--- config.mk ---
export PLATFORM = sky130hd
export DESIGN_NAME = serial_reg_file_flat
export DESIGN_NICKNAME = d
export VERILOG_FILES = /design/src/rtl/serial_rf_pkg.sv /design/src/rtl/serial_reg_file_if.sv /design/src/rtl/serial_reg_file_bit_counter.sv /design/src/rtl/serial_reg_file.sv /design/src/flat_wrapper.sv
export SDC_FILE = /design/constraint.sdc
export NUM_CORES = 1
export LEC_CHECK = 0
export CAP_MARGIN = 20
export CORE_MARGIN = 4
export CORE_UTILIZATION = 46
export CTS_CLUSTER_SIZE = 16
export DETAILED_ROUTE_END_ITERATION = 8
export PLACE_DENSITY_LB_ADDON = 0.1
export RECOVER_POWER = 25
export SETUP_SLACK_MARGIN = 0.05
export SLEW_MARGIN = 20
export SYNTH_ARGS = -nofsm -noshare
export SYNTH_HDL_FRONTEND = slang
export SYNTH_SLANG_ARGS = --single-unit
--- constraint.sdc ---
create_clock -name clk -period 8.75 [get_ports clk]
set_clock_uncertainty 0.2 [all_clocks]
set_input_delay 1.75 -clock clk [delete_from_list [all_inputs] [get_ports clk]]
set_output_delay 1.75 -clock clk [all_outputs]
set_load 0.01 [all_outputs]
--- src/rtl/serial_rf_pkg.sv ---
// Shared types and sizing helpers for the bit-serial register file.
package serial_rf_pkg;

  typedef enum logic [0:0] {
    IDLE  = 1'b0,
    SHIFT = 1'b1
  } rf_state_t;

  // Bits needed to count 0..width-1 (at least one bit).
  function automatic int unsigned cnt_width(input int unsigned width);
    return (width < 2) ? 1 : $clog2(width);
  endfunction

endpackage

--- src/rtl/serial_reg_file_if.sv ---
// Transfer handshake and serial operand/result bit streams of the register file.
interface serial_reg_file_if #(
  parameter int unsigned ADDR_W = 3
);
  logic              start;
  logic [ADDR_W-1:0] rs1_addr;
  logic [ADDR_W-1:0] rs2_addr;
  logic [ADDR_W-1:0] rd_addr;
  logic              rd_we;
  logic              rd_bit;
  logic              rs1_bit;
  logic              rs2_bit;
  logic              bit_valid;
  logic              last;
  logic              busy;
  logic              done;

  modport master (
    output start, rs1_addr, rs2_addr, rd_addr, rd_we, rd_bit,
    input  rs1_bit, rs2_bit, bit_valid, last, busy, done
  );

  modport slave (
    input  start, rs1_addr, rs2_addr, rd_addr, rd_we, rd_bit,
    output rs1_bit, rs2_bit, bit_valid, last, busy, done
  );
endinterface

--- src/rtl/serial_reg_file_bit_counter.sv ---
// Bit index counter for one serial transfer; wraps to 0 after the terminal count.
module bit_counter
  import serial_rf_pkg::*;
#(
  parameter  int unsigned WIDTH = 16,
  localparam int unsigned CNT_W = cnt_width(WIDTH)
) (
  input  logic             clk,
  input  logic             rst_n,
  input  logic             clear,
  input  logic             enable,
  output logic [CNT_W-1:0] k,
  output logic             tc_c
);

  assign tc_c = (k == CNT_W'(WIDTH - 1));

  always_ff @(posedge clk or negedge rst_n) begin
    if (!rst_n) begin
      k <= '0;
    end else if (clear) begin
      k <= '0;
    end else if (enable) begin
      k <= tc_c ? '0 : k + CNT_W'(1);
    end
  end

endmodule

--- src/rtl/serial_reg_file.sv ---
// Bit-serial register file: streams two operands out LSB-first while one result
// streams in, with an optional hardwired zero register and a parallel debug read.
module serial_reg_file
  import serial_rf_pkg::*;
#(
  parameter  int unsigned WIDTH    = 16,
  parameter  int unsigned NREGS    = 8,
  parameter  bit          ZERO_REG = 1'b1,
  localparam int unsigned ADDR_W   = $clog2(NREGS)
) (
  input  logic              clk,
  input  logic              rst_n,
  serial_reg_file_if.slave  bus,
  input  logic [ADDR_W-1:0] dbg_addr,
  output logic [WIDTH-1:0]  dbg_data
);

  localparam int unsigned CNT_W    = cnt_width(WIDTH);
  localparam logic [0:0]  ST_IDLE  = IDLE;
  localparam logic [0:0]  ST_SHIFT = SHIFT;

  logic [0:0]        state_q, state_d;
  logic              accept;
  logic [ADDR_W-1:0] rs1_l, rs2_l, rd_l;
  logic              rd_we_l;
  logic              done_q;
  logic [CNT_W-1:0]  k;
  logic              tc;
  logic              shifting;
  logic              wr_en;
  logic [WIDTH-1:0]  regs [NREGS];
  logic [WIDTH-1:0]  rs1_word, rs2_word;

  assign shifting = (state_q == ST_SHIFT);

  // A start is taken in IDLE, or on the last bit to chain transfers without a bubble.
  always_comb begin
    state_d = state_q;
    accept  = 1'b0;
    case (state_q)
      ST_IDLE: begin
        if (bus.start) begin
          accept  = 1'b1;
          state_d = ST_SHIFT;
        end
      end
      ST_SHIFT: begin
        if (tc) begin
          if (bus.start) accept  = 1'b1;
          else           state_d = ST_IDLE;
        end
      end
      default: state_d = ST_IDLE;
    endcase
  end

  always_ff @(posedge clk or negedge rst_n) begin
    if (!rst_n) begin
      state_q <= ST_IDLE;
      rs1_l   <= '0;
      rs2_l   <= '0;
      rd_l    <= '0;
      rd_we_l <= 1'b0;
      done_q  <= 1'b0;
    end else begin
      state_q <= state_d;
      done_q  <= shifting & tc;
      if (accept) begin
        rs1_l   <= bus.rs1_addr;
        rs2_l   <= bus.rs2_addr;
        rd_l    <= bus.rd_addr;
        rd_we_l <= bus.rd_we;
      end
    end
  end

  bit_counter #(.WIDTH(WIDTH)) u_bit_counter (
    .clk    (clk),
    .rst_n  (rst_n),
    .clear  (accept),
    .enable (shifting),
    .k      (k),
    .tc_c   (tc)
  );

  // Bit k is overwritten at the end of cycle k, so same-cycle reads see the old bit.
  assign wr_en = shifting && rd_we_l && !(ZERO_REG && rd_l == '0);

  always_ff @(posedge clk or negedge rst_n) begin
    if (!rst_n) begin
      for (int i = 0; i < int'(NREGS); i++) regs[i] <= '0;
    end else if (wr_en) begin
      regs[rd_l][k] <= bus.rd_bit;
    end
  end

  always_comb begin
    rs1_word = regs[rs1_l];
    rs2_word = regs[rs2_l];
    dbg_data = regs[dbg_addr];
    if (ZERO_REG && rs1_l == '0)    rs1_word = '0;
    if (ZERO_REG && rs2_l == '0)    rs2_word = '0;
    if (ZERO_REG && dbg_addr == '0) dbg_data = '0;
  end

  assign bus.rs1_bit   = shifting & rs1_word[k];
  assign bus.rs2_bit   = shifting & rs2_word[k];
  assign bus.bit_valid = shifting;
  assign bus.busy      = shifting;
  assign bus.last      = shifting & tc;
  assign bus.done      = done_q;

endmodule

--- src/flat_wrapper.sv ---
// flat-port wrapper written by rule: the top's interface ports become plain ports
module serial_reg_file_flat import serial_rf_pkg::*;
#(
  parameter  int unsigned WIDTH    = 16,
  parameter  int unsigned NREGS    = 8,
  parameter  bit          ZERO_REG = 1'b1,
  localparam int unsigned ADDR_W   = $clog2(NREGS)
)
  (clk, rst_n, dbg_addr, dbg_data, bus_start, bus_rs1_addr, bus_rs2_addr, bus_rd_addr, bus_rd_we, bus_rd_bit, bus_rs1_bit, bus_rs2_bit, bus_bit_valid, bus_last, bus_busy, bus_done);
  serial_reg_file_if #(.ADDR_W(3)) bus_i ();
  input  logic clk;
  input  logic rst_n;
  input  logic [ADDR_W-1:0] dbg_addr;
  output logic [WIDTH-1:0] dbg_data;
  input wire logic [$bits(bus_i.start)-1:0] bus_start;
  input wire logic [$bits(bus_i.rs1_addr)-1:0] bus_rs1_addr;
  input wire logic [$bits(bus_i.rs2_addr)-1:0] bus_rs2_addr;
  input wire logic [$bits(bus_i.rd_addr)-1:0] bus_rd_addr;
  input wire logic [$bits(bus_i.rd_we)-1:0] bus_rd_we;
  input wire logic [$bits(bus_i.rd_bit)-1:0] bus_rd_bit;
  output wire logic [$bits(bus_i.rs1_bit)-1:0] bus_rs1_bit;
  output wire logic [$bits(bus_i.rs2_bit)-1:0] bus_rs2_bit;
  output wire logic [$bits(bus_i.bit_valid)-1:0] bus_bit_valid;
  output wire logic [$bits(bus_i.last)-1:0] bus_last;
  output wire logic [$bits(bus_i.busy)-1:0] bus_busy;
  output wire logic [$bits(bus_i.done)-1:0] bus_done;
  assign bus_i.start = bus_start;
  assign bus_i.rs1_addr = bus_rs1_addr;
  assign bus_i.rs2_addr = bus_rs2_addr;
  assign bus_i.rd_addr = bus_rd_addr;
  assign bus_i.rd_we = bus_rd_we;
  assign bus_i.rd_bit = bus_rd_bit;
  assign bus_rs1_bit = bus_i.rs1_bit;
  assign bus_rs2_bit = bus_i.rs2_bit;
  assign bus_bit_valid = bus_i.bit_valid;
  assign bus_last = bus_i.last;
  assign bus_busy = bus_i.busy;
  assign bus_done = bus_i.done;
  serial_reg_file #(.WIDTH(WIDTH), .NREGS(NREGS), .ZERO_REG(ZERO_REG)) u_core (.clk(clk), .rst_n(rst_n), .bus(bus_i), .dbg_addr(dbg_addr), .dbg_data(dbg_data));
endmodule
### After elaboration in Yosys (flattened, before gate mapping)

Cells that the tools add are included.

| storage, ports and cells | value |
|---|---|
| word-level logic and storage cells | 71 |
| bits in registers | 144 |
| output and inout port bits | 22 |
| bits of input ports | 17 |

| cells by class | value |
|---|---|
| add/subtract/negate cells | 1 |
| mux-type cells | 29 |
| eq/ne operators | 1 |
| bitwise logic cells | 8 |
| order comparisons | 7 |
| reduce and logical (&&, ||, !) cells | 10 |

Operators with widths:

| operator | count |
|---|---|
| 16-bit 2-to-1 mux | 10 |
| 16-bit binary-select mux with 3-bit select | 3 |
| 128-bit bitwise mux | 1 |
| 16-bit demux with 3-bit select | 1 |
| 4-bit >= comparator (second input constant) | 4 |
| 3-bit NOT with 4-bit output | 4 |
| 3-bit zero test | 4 |
| 4-bit 2-to-1 mux | 3 |
| 1-bit binary-select mux with 4-bit select | 2 |
| 1-bit 2-to-1 mux | 6 |
| 4-bit by 5-bit less-than comparator with 1-bit output (second input constant) | 1 |
| 4-bit by 1-bit adder with 4-bit output (second input constant) | 1 |
| 1-bit demux with 4-bit select | 1 |
| 4-bit == test (second input constant) | 1 |
| 4-bit by 1-bit >= comparator with 1-bit output (second input constant) | 1 |
| 1-bit logical AND | 4 |
| 4-bit by 1-bit less-than comparator with 1-bit output (second input constant) | 1 |
| 1-bit case mux with 2 select lines | 2 |
| 1-bit AND | 3 |
| 2-bit nonzero test | 1 |
| 1-bit zero test | 1 |
| 1-bit NOT | 1 |

### Logic depth before layout (Yosys ltp)

Gate-level depths: netlist (run 1).

| logic depth | value |
|---|---|
| word-level depth | 8 |
| depth in mapped cells | 9 |
| gate-level depth less buffers | 6 |

### By module

From an unflattened synthesis (run 1), not the netlist that was laid out.

| unflattened totals | value |
|---|---|
| cells, all modules | 814 |
| area, all modules | 9002.4 um^2 |

Modules (own cells, without submodules):

| module | sequential area each (um^2) | area an instance (um^2) | cells an instance | instances |
|---|---|---|---|---|
| serial_reg_file | 3503.4 | 8795.9 | 794 | 1 |
| bit_counter | 100.1 | 206.4 | 20 | 1 |

### Least setup slack after synthesis (run 1)

Ideal clock, no wire load.

| path | value |
|---|---|
| path kind | input to output |
| from | input port dbg_addr[0] |
| to | output port dbg_data[10] |
| path slack | 3425 ps |
| data arrival time | 3375 ps |
| cell stages on the path | 5 |
| cell sequence | clkbuf_1 > buf_1 > mux4_2 > nand2_1 > o21ai_0 |

| between the ends | value |
|---|---|
| word-level cells in the longest chain between the ends | 5 |

RTL lines:

| element | RTL line | source |
|---|---|---|
| start, declared | flat_wrapper.sv:13 | `input logic [ADDR_W-1:0] dbg_addr;` |
| 3-bit NOT with 4-bit output (not written as such) | serial_reg_file.sv:100 | `dbg_data = regs[dbg_addr];` |
| 16-bit binary-select mux with 3-bit select | serial_reg_file.sv:100 |  |
| 16-bit 2-to-1 mux (not written as such) (2 in a row) | serial_reg_file.sv:100 |  |
| 16-bit 2-to-1 mux (*) | serial_reg_file.sv:103 | `if (ZERO_REG && dbg_addr == '0) dbg_data = '0;` |
| end, declared | flat_wrapper.sv:14 | `output logic [WIDTH-1:0] dbg_data;` |

Mark *: on every way between the ends. The rest lies on a longest branch, timed or not. The select of a mux whose other input is x is not followed.

### Worst setup path after layout (run 1)

| path | value |
|---|---|
| from | input port dbg_addr[1] |
| to | output port dbg_data[8] |

Same word-level chain as after synthesis.

==> results.md, run 1 <==
- Outcome: finished with violations
- Violated checks: capacitance limit, slew limit
- Filler cells: 1691
- Routability cong.: 0.8409
- Worst ir drop on vdd: 0.1987 mV
- CP Class: in2out
- Gr usage total: 0.2392
- Net Count, Synth: 814
- Total number of vias: 6414
- Cell Count, Final, Fillers Out: 1046
- Synth warnings: 0
- Lkg Pwr: 3.970 nW
- Post-DP HPWL: 15690 um
- Die height: 148.6 um
- Final Max Tran Viols: 70
- Top FF cell, synth: dfrtp_1
- Critical Path RT: 6.80 ns
- Clock-pin slew of the registers on the worst-case setup and hold paths: 0.06 ns
- CTS Sinks: 144
- Flops & latches, synth: 144
- PnR worst setup slack: 2.613 ns
- Vias in the first global route: 6660
- Seq/Total Area, Yosys: 0.3963
- FP Rows: 51
- Mapped Cells: 793
- Diode count: 0
- Commonest non-fill, non-tap cell in the layout: dfrtp_1
- Tmin final: 6.137 ns
- Hold WS: 0.1996 ns
- Die Area: 22080 um2
- Dpl cells: 1013
- CTS hold repair buffers: 0
- Vias/cell: 6.132
- Netlist cell types: 46
- Most frequent cells in the layout: 141 x dfrtp_1, 138 x nand2_1, 135 x mux2_2
- Worst EP arrival: 4.19 ns
- DRT Pass-1 Iters: 7
- Hold Crit Class: reg2reg
- Post-DR wirelength/cell: 24.34 um
- Synth async-reset ratio: 1.000
- Max clock buf depth: 2
- H-tree lvl count: 4
- Final count of hold timing violations: 0
- Final setup vio count: 0
- Power per cell area: 331.2 nW/um2
- Post-CTS setup repair buffer count: 0
- Latest clock arrival within the worst-skew pair: 0.43 ns
- First-pass GRT wire length: 40130 um
- Die Wd: 148.6 um
- Max-cap violations: 1
- CTS-repair resized insts: 0
- FMAX: 162.9 MHz
- RSZ-0062 raised after global routing: no
- DRC: 0
- Initial antenna violation count: 0
- Final setup TNS: 0 ns
- CTS root buf: clkbuf_16
- Tot Pwr: 3.363 mW
- TritonCTS clock tree: built
- Mean Syn Cell Area: 11.47 um2
- Num CTS Buffers: 17
- Worst slew pin tran: 3.900 ns
- I/O Buffers: 38
- Max-Slew Margin vs Limit: -1.600
- CP Capture Type: output pin
- Number of synthesized flops with an enable pin: 0
- Pre-CTS WS: 2.569 ns
- Cell Area, Synth: 9094 um2
- Final period utilization: 0.7014
- Largest net degree at the start of global routing: 113
- Final-stage net count: 789
- ANT nets after route: 0
- # IOs: 39
- Share of cells above drive strength 1: 0.3175
- GRT Residual Overflow: 0
- Area Growth Syn to Fin: 11.67%
- Detailed Route WL: 25460 um
- Kind of launch point of the worst setup path: input pin
- Critical path fanouts, max: 19
- Core Area: 19460 um2
- Initial core utilization: 0.4672
- Iteration-0 DRC Markers: 489
## cells in the mapped netlist (all sizes together), types with 3 or more instances
library cell  number  area share
a211oi             3      0.0025
a21oi              3      0.0017
a22oi             25       0.021
a31oi              4      0.0028
and2              12      0.0083
and3              10      0.0069
buf               19       0.014
clkbuf            77       0.032
dfrtp            144        0.40
ha                 4      0.0055
inv                3      0.0012
mux2             138        0.17
mux2i             36       0.040
mux4              68        0.17
nand2            138       0.057
nand2b             5      0.0034
nand3             15      0.0083
nand4              4      0.0028
nor2              22      0.0091
nor2b              9      0.0062
nor3               5      0.0028
nor3b              4      0.0033
o21ai             21       0.012
o31ai              3      0.0025
## area by class of cell
type	count	area, um2	area share
clock inverter	14	191.4	0.01885
multi-input combinational	550	5109	0.5031
tap	265	331.6	0.03265
inverter	3	11.26	0.001109
timing repair buffer	52	475.5	0.04682
sequential	144	3607	0.3552
clock buffer	18	429.2	0.04226
## cells by family (layout without fill, tap and decap cells)
logic type,Yosys count,count (layout),share of synthesized area
AO/OA/AOI/OAI,73,73,0.05462
multiplexers,242,242,0.3835
adder cells (fa/ha/maj),4,4,0.005504
AND/OR/NAND/NOR,231,231,0.1134
flip-flops,144,144,0.3963
buffers and inverters,99,87,0.04678
## worst max-delay path, stage by stage
cell	delay, ns
buf_2	0.48
buf_4	0.40
nor2b_1	0.28
buf_4	0.33
a22oi_1	0.13
o21ai_0	0.21
clkdlybuf4s50_1	0.57
## sequential cells by signal, indices dropped and copies added, names as in the netlist
signal / cells
u_core.regs: 128
u_core.u_bit_counter.k: 4
u_core.rd_l: 3
u_core.rs1_l: 3
u_core.rs2_l: 3
u_core.bus.bit_valid: 1
u_core.bus.done: 1
u_core.rd_we_l: 1
## layer usage
layer  global-route usage  vias to the layer above  wire length [um]
met5                    0                        -                 0
met4              0.06143                        0               460
met3              0.04418                       41              1125
met2               0.4005                      185             12660
met1               0.3237                     3333             11210
li1                     -                     2855                 -
## final timing paths
| kind | startpoint | to | slack [ns] | cells past startpoint |
|---|---|---|---|---|
| max | dbg_addr[1] | dbg_data[8] | 2.61 | 7 |
| min | u_core.regs[121] | u_core.regs[121] | 0.20 | 0 |
| max reg2reg | u_core.u_bit_counter.k[0] | u_core.rd_l[1] | 5.02 | 6 |
| min reg2reg | u_core.regs[121] | u_core.regs[121] | 0.20 | 0 |
| max in group asynchronous | rst_n | u_core.rs2_l[0] | 3.38 | 1 |
| min in group asynchronous | rst_n | u_core.regs[50] | 2.48 | 1 |
## per-stage QoR
stage / util / instance area [um2]
floorplan: - / 9094
global placement: 0.4887 / 9512
detailed placement: 0.4890 / 9518
CTS: 0.5209 / 10140
global route: 0.5218 / 10150
finish: 0.5218 / 10150
## power by group
part | internal, mW | total [mW] | switching (mW)
clock | 0.477 | 0.775 | 0.298
combinational | 0.751 | 1.52 | 0.766
sequential | 0.847 | 1.07 | 0.224
(Power assumes the default switching activity.)
==> inputs of run 2 (changes only) <==
==> constraint.sdc (replaced) <==
create_clock -name clk -period 5.3 [get_ports clk]
set_clock_uncertainty 0.2 [all_clocks]
set_input_delay 1.06 -clock clk [delete_from_list [all_inputs] [get_ports clk]]
set_output_delay 1.06 -clock clk [all_outputs]
set_load 0.01 [all_outputs]
==> run 2 against run 1 <==
  * The run still ends with capacitance limit, slew limit left
  * Total power rose by 63%
  * Flip-flop and latch count did not move
  * Via count rose by 0.30%
  * Sequential power rose by 76%
  * Clock-buffer cell count did not move
  * Global-route usage fell by 0.21 points
  * Hold slack got worse by 0.0059 ns
  * Non-clock buffer count rose by 4
  * Register-to-register slack got worse by 2.7 ns
  * First-iteration DRC count fell by 16%
  * Largest power group unchanged
==> results.md, run 2 (synthesis results as in run 1) <==
- Outcome: finished with violations
- Violated checks: capacitance limit, slew limit
- Initial antenna violation count: 0 (unchanged)
- Tmin final: 4.922 ns
- Vias/cell: 6.133 (about the same)
- Reg2reg path depth: 6 (unchanged)
- Final setup vio count: 0 (unchanged)
- Worst reg2reg startpoint: u_core.u_bit_counter.k[0]
- Post-DR wirelength/cell: 24.17 um (-0.67%)
- Max-Slew Margin vs Limit: -1.320 (+0.2801)
- Initial core utilization: 0.4672 (unchanged)
- Hold worst-path end: u_core.regs[117]
- FF-to-FF End: u_core.rd_l[1]
- Most frequent cells in the layout: 141 x dfrtp_1, 138 x nand2_1, 135 x mux2_2
- GRT Residual Overflow: 0 (unchanged)
- Filler cells: 1659 (-1.9%)
- Largest register by flop count: u_core.regs
- Share of cells above drive strength 1: 0.3214 (+0.003887)
- # IOs: 39 (unchanged)
- Max reg flops: 128 (unchanged)
- DRT Pass-1 Iters: 5 (-2)
- Vias in the first global route: 6741 (+1.2%)
- Worst slew pin tran: 3.480 ns (-0.4202 ns)
- Final setup TNS: 0 ns (unchanged)
- CTS Sinks: 144 (unchanged)
- Diode count: 0 (unchanged)
- CP Class: reg2out
- Largest net degree at the start of global routing: 73 (-35%)
- Area Growth Syn to Fin: 11.54%
- TritonCTS clock tree: built
- RSZ-0062 raised after global routing: no
- H-tree lvl count: 4 (unchanged)
- Detailed Route WL: 25360 um (-0.38%)
- FMAX: 203.2 MHz
- CP Capture Type: output pin
- Routability cong.: 0.8694 (+3.4%)
- Latest clock arrival within the worst-skew pair: 0.42 ns (about the same)
- CTS-repair resized insts: 0 (unchanged)
- DRC: 0 (unchanged)
- Final period utilization: 0.9287
- Iteration-0 DRC Markers: 413 (-16%)
- Worst ir drop on vdd: 0.2615 mV (+32%)
- Dpl cells: 1018 (+0.49%)
- Max clock buf depth: 2 (unchanged)
- Post-CTS setup repair buffer count: 0 (unchanged)
- Hold Crit Class: reg2reg
- CTS root buf: clkbuf_16
- Num CTS Buffers: 17 (unchanged)
- Lkg Pwr: 3.979 nW (+0.24%)
- CTS hold repair buffers: 0 (unchanged)
- Final-stage net count: 793 (+0.51%)
- Hold Crit Start: u_core.regs[117]
- Post-DP HPWL: 16530 um (+5.3%)
- Worst EP arrival: 3.66 ns (-0.53 ns)
- Critical path fanouts, max: 22 (+3)
- WHS Path Cells: 0 (unchanged)
- I/O Buffers: 38 (unchanged)
- Critical Path RT: 4.04 ns (-2.76 ns)
- Gr usage total: 0.2370 (-0.002109)
- Total number of vias: 6433 (+0.30%)
- Commonest non-fill, non-tap cell in the layout: dfrtp_1
- Die Area: 22080 um2 (unchanged)
- FP Rows: 51 (unchanged)
- Cell Count, Final, Fillers Out: 1049 (+0.29%)
- Final Max Tran Viols: 73 (+4.3%)
- Core Area: 19460 um2 (unchanged)
- Die Wd: 148.6 um (unchanged)
- Final instance area: 10140 um2 (-0.11%)
- Clock-pin slew of the registers on the worst-case setup and hold paths: 0.06 ns (about the same)
- Kind of launch point of the worst setup path: flip-flop
- Power per cell area: 539.7 nW/um2 (+63%)
- Cell Area, Placed: 9569 um2 (+0.54%)
- Top Registers: u_core.regs: 128 flops, u_core.u_bit_counter.k: 4 flops
- Max-cap violations: 1 (unchanged)
- ANT nets after route: 0 (unchanged)
- First-pass GRT wire length: 40100 um (about the same)
- Reg-to-reg slack, setup: 2.35 ns (-2.67 ns)
- Final count of hold timing violations: 0 (unchanged)
- Die height: 148.6 um (unchanged)
-- run 2: cell count changes in the layout (fill, tap and decap cells not counted), moves of 2 or more --
| cell | previous run | this run |
|---|---|---|
| clkbuf_1 | 3 | 0 |
| buf_6 | 2 | 0 |
| bufinv_16 | 4 | 2 |
| buf_4 | 10 | 16 |
| inv_6 | 1 | 3 |
| clkinv_4 | 2 | 0 |
-- run 2: how the worst max path moves through the flow --
stage / startpoint / endpoint / slack (ns) / cells past startpoint
after global placement: u_core.rs1_l[0] / bus_rs1_bit / 0.82 / 7
after detailed placement: u_core.rs1_l[0] / bus_rs1_bit / 0.80 / 7
after CTS: u_core.rs1_l[0] / bus_rs1_bit / 0.33 / 7
after global routing: u_core.rs1_l[0] / bus_rs1_bit / 0.17 / 7
final: u_core.rs1_l[0] / bus_rs1_bit / 0.38 / 7
after floorplan: dbg_addr[0] / dbg_data[10] / 1.36 / 5
-- run 2: cell type report --
type / instances / area (um2) / area share
multi-input cells: 550 / 5097 / 0.5025
flip-flops and latches: 144 / 3607 / 0.3556
repair buffers: 56 / 520.5 / 0.05131
clock buffers: 18 / 439.2 / 0.04330
well taps: 265 / 331.6 / 0.03269
clock inverters: 13 / 136.4 / 0.01345
inverters: 3 / 11.26 / 0.001110
-- run 2: where the power goes --
part	internal (mW)	leakage [nW]	switching, mW	total [mW]
Clock	0.703	0.275	0.499	1.20
Combinational	1.25	1.97	1.14	2.39
Sequential	1.40	1.73	0.485	1.88
Total	3.35	3.98	2.13	5.47
-- run 2: per-layer routing --
| layer | routed length (um) | track usage |
|---|---|---|
| met1 | 10910 | 0.3178 |
| met2 | 12570 | 0.3890 |
| met3 | 1230 | 0.04814 |
| met4 | 655 | 0.07667 |
| met5 | 0 | 0 |
-- run 2: worst max-delay path, cell delays in order (launching register included) --
cell             delay [ns]
dfrtp_2                0.89
buf_4                  0.39
mux4_2                 0.52
or3_1                  0.32
o221ai_1               0.08
a2111oi_0              0.12
o311a_1                0.40
clkdlybuf4s50_1        0.50
-- run 2: through the flow --
stage	total power [mW]	hold WS, ns	util	setup slack [ns]
6_report	5.475	0.1938	0.5212	0.3780
5_1_grt	5.777	0.2076	0.5212	0.1658
4_1_cts	5.491	0.2016	0.5212	0.3293
3_5_place_dp	4.283	0.1871	0.4917	0.7987
3_3_place_gp	4.220	0.1783	0.4909	0.8243
2_1_floorplan	3.475	0.2413	-	1.355
==> inputs of run 3 (changes only) <==
--- a/config.mk
+++ b/config.mk
@@ -6,7 +6,7 @@
 export NUM_CORES = 1
 export LEC_CHECK = 0
 export CAP_MARGIN = 20
-export CORE_MARGIN = 4
+export CORE_MARGIN = 8
 export CORE_UTILIZATION = 46
 export CTS_CLUSTER_SIZE = 16
 export DETAILED_ROUTE_END_ITERATION = 8
==> run 3 against run 2 <==
  * The flow still finishes with violations (capacitance limit, slew limit)
  * Die area increased by 11%
  * Global-route usage decreased by 1.3 points
  * Flip-flop and latch count stayed put
  * Maximum frequency grew 0.90%
  * Combinational power barely moved
  * Cell count increased by 0.29%
  * Highest routed layer unchanged
  * Clock power increased by 8%
  * Total power increased by 1.8%
==> results.md, run 3 (synthesis results as in run 1) <==
- Comb power frac: 0.426 (-0.011)
- Clock-pin slew of the registers on the worst-case setup and hold paths: 0.07 ns (about the same)
- FP Rows: 51 (unchanged)
- Total number of vias: 6509 (+1.2%)
- Reg2reg path depth: 5 (-1)
- Hold WS: 0.1984 ns (+0.004674 ns)
- Max clock buf depth: 2 (unchanged)
- Routability cong.: 0.8634 (-0.69%)
- Die Area: 24520 um2 (+11%)
- Initial core utilization: 0.4672 (unchanged)
- CTS-repair resized insts: 0 (unchanged)
- GRT Residual Overflow: 0 (unchanged)
- Pre-CTS WS: 0.8915 ns (+0.09282 ns)
- # IOs: 39 (unchanged)
- Dpl cells: 1020 (+0.20%)
- Diode count: 0 (unchanged)
- Share of cells above drive strength 1: 0.3253 (+0.003857)
- Slowest stage cell, crit path: dfrtp_2
- Latest clock arrival within the worst-skew pair: 0.42 ns (about the same)
- Crit path cell chain: mux4_1 -> mux4_2 -> nor2_1 -> o22ai_1 -> o311a_1 -> clkdlybuf4s50_1
- Num CTS Buffers: 17 (unchanged)
- Tmin final: 4.878 ns (-0.04367 ns)
- TritonCTS clock tree: built
- Initial antenna violation count: 0 (unchanged)
- Die Wd: 156.6 um (+5.4%)
- CTS root buf: clkbuf_16
- H-tree lvl count: 4 (unchanged)
- DRT Pass-1 Iters: 6 (+1)
- Cell Count, Final, Fillers Out: 1052 (+0.29%)
- Violated checks: capacitance limit, slew limit
- DRC: 0 (unchanged)
- Tot Pwr: 5.573 mW (+1.8%)
- PnR worst setup slack: 0.4217 ns (+0.04367 ns)
- Worst path bufs/invs: 1 (-1)
- Power per cell area: 545.4 nW/um2 (+1.0%)
- Die height: 156.6 um (+5.4%)
- Cell internal pwr: 3.461 mW (+3.4%)
- Reg power frac: 0.340 (-0.004)
- Vias/cell: 6.187 (+0.89%)
- Final setup vio count: 0 (unchanged)
- Max-cap violations: 1 (unchanged)
- CP Depth: 6 (-1)
- Kind of launch point of the worst setup path: flip-flop
- Detailed Route WL: 26200 um (+3.3%)
- Gr usage total: 0.2244 (-0.01262)
- Final period utilization: 0.9204 (-0.008240)
- CTS hold repair buffers: 0 (unchanged)
- FMAX: 205.0 MHz (+0.90%)
- WHS Path Cells: 0 (unchanged)
- Area Growth Syn to Fin: 12.37%
- Core Area: 19460 um2 (unchanged)
- Crit-path leading delay family: multiplexers
- Final count of hold timing violations: 0 (unchanged)
- Iteration-0 DRC Markers: 461 (+12%)
- Worst EP arrival: 3.62 ns (-0.04 ns)
- Filler cells: 1728 (+4.2%)
- Clock power frac: 0.233 (+0.013)
- Final Max Tran Viols: 88 (+21%)
- Commonest non-fill, non-tap cell in the layout: dfrtp_1
- Largest register by flop count: u_core.regs
- Max-Slew Margin vs Limit: -0.5136 (+0.8061)
- Largest net degree at the start of global routing: 88 (+21%)
- CP Class: reg2out
- Post-CTS setup repair buffer count: 0 (unchanged)
- Final setup TNS: 0 ns (unchanged)
- Post-DP HPWL: 17180 um (+3.9%)
- Most frequent cells in the layout: 141 x dfrtp_1, 138 x nand2_1, 135 x mux2_2
- Worst slew pin tran: 2.270 ns (-1.209 ns)
- Lkg Pwr: 4.029 nW (+1.3%)
- Critical Path RT: 4.04 ns (about the same)
- CTS Sinks: 144 (unchanged)
- Hold Crit Class: reg2reg
- Critical path fanouts, max: 23 (+4.5%)
- Max incr delay on CP: 0.87 ns (-0.02 ns)
- Top Registers: u_core.regs: 128 flops, u_core.u_bit_counter.k: 4 flops
- Net Sw Frac: 0.3790 (-0.009473)
- Register Area: 3607 um2 (unchanged)
- I/O Buffers: 38 (unchanged)
- First-pass GRT wire length: 41390 um (+3.2%)
- Worst ir drop on vdd: 0.2621 mV (+0.25%)
- Vias in the first global route: 6835 (+1.4%)
- Post-DR wirelength/cell: 24.90 um (+3.0%)
- Multi-input gate area in the final layout: 5102 um2 (about the same)
- ANT nets after route: 0 (unchanged)
- Outcome: finished with violations
- RSZ-0062 raised after global routing: no
- Final-stage net count: 795 (+0.25%)
- Max reg flops: 128 (unchanged)
- CP Capture Type: output pin
- Sw power: 2.112 mW (-0.69%)
==> run 3: per-stage QoR <==
| step | utilization | instance area [um2] |
|---|---|---|
| after floorplan | - | 9094 |
| after global placement | 0.4917 | 9569 |
| after detailed placement | 0.4927 | 9589 |
| after CTS | 0.5254 | 10220 |
| after global routing | 0.5250 | 10220 |
| final | 0.5250 | 10220 |
==> run 3: worst paths after layout <==
kind                                  start          endpoint  slack, ns
max in group asynchronous             rst_n   u_core.rs1_l[0]       2.30
hold / removal             u_core.regs[117]  u_core.regs[117]       0.20
setup / recovery            u_core.rs1_l[0]       bus_rs1_bit       0.42
hold reg to reg            u_core.regs[117]  u_core.regs[117]       0.20
setup reg to reg             u_core.rd_l[1]   u_core.regs[71]       2.34
min in group asynchronous             rst_n   u_core.regs[65]       1.12
==> run 3: layout make-up <==
cell class              count  area share
clock inverters            13     0.01788
clock buffers              19     0.04432
well taps                 265     0.03245
multi-input cells         550      0.4993
flip-flops and latches    144      0.3530
inverters                   3    0.001102
repair buffers             58     0.05192
==> run 3: metal layers <==
metal  routed length (um)  GRT usage  up-vias
met5                    0          0        -
met4                  814    0.08375        0
met3                 1259    0.04385       55
met2                13270     0.3746      179
met1                10850     0.2840     3411
li1                     -          -     2864
==> run 3: power by group through the flow <==
stage                     combinational, mW  clock (mW)  sequential, mW
after global placement                 2.32           0            1.88
final                                  2.37        1.30            1.90
after detailed placement               2.37           0            1.90
after global routing                   2.55        1.37            1.94
after CTS                              2.38        1.32            1.88
after floorplan                        1.88           0            1.60
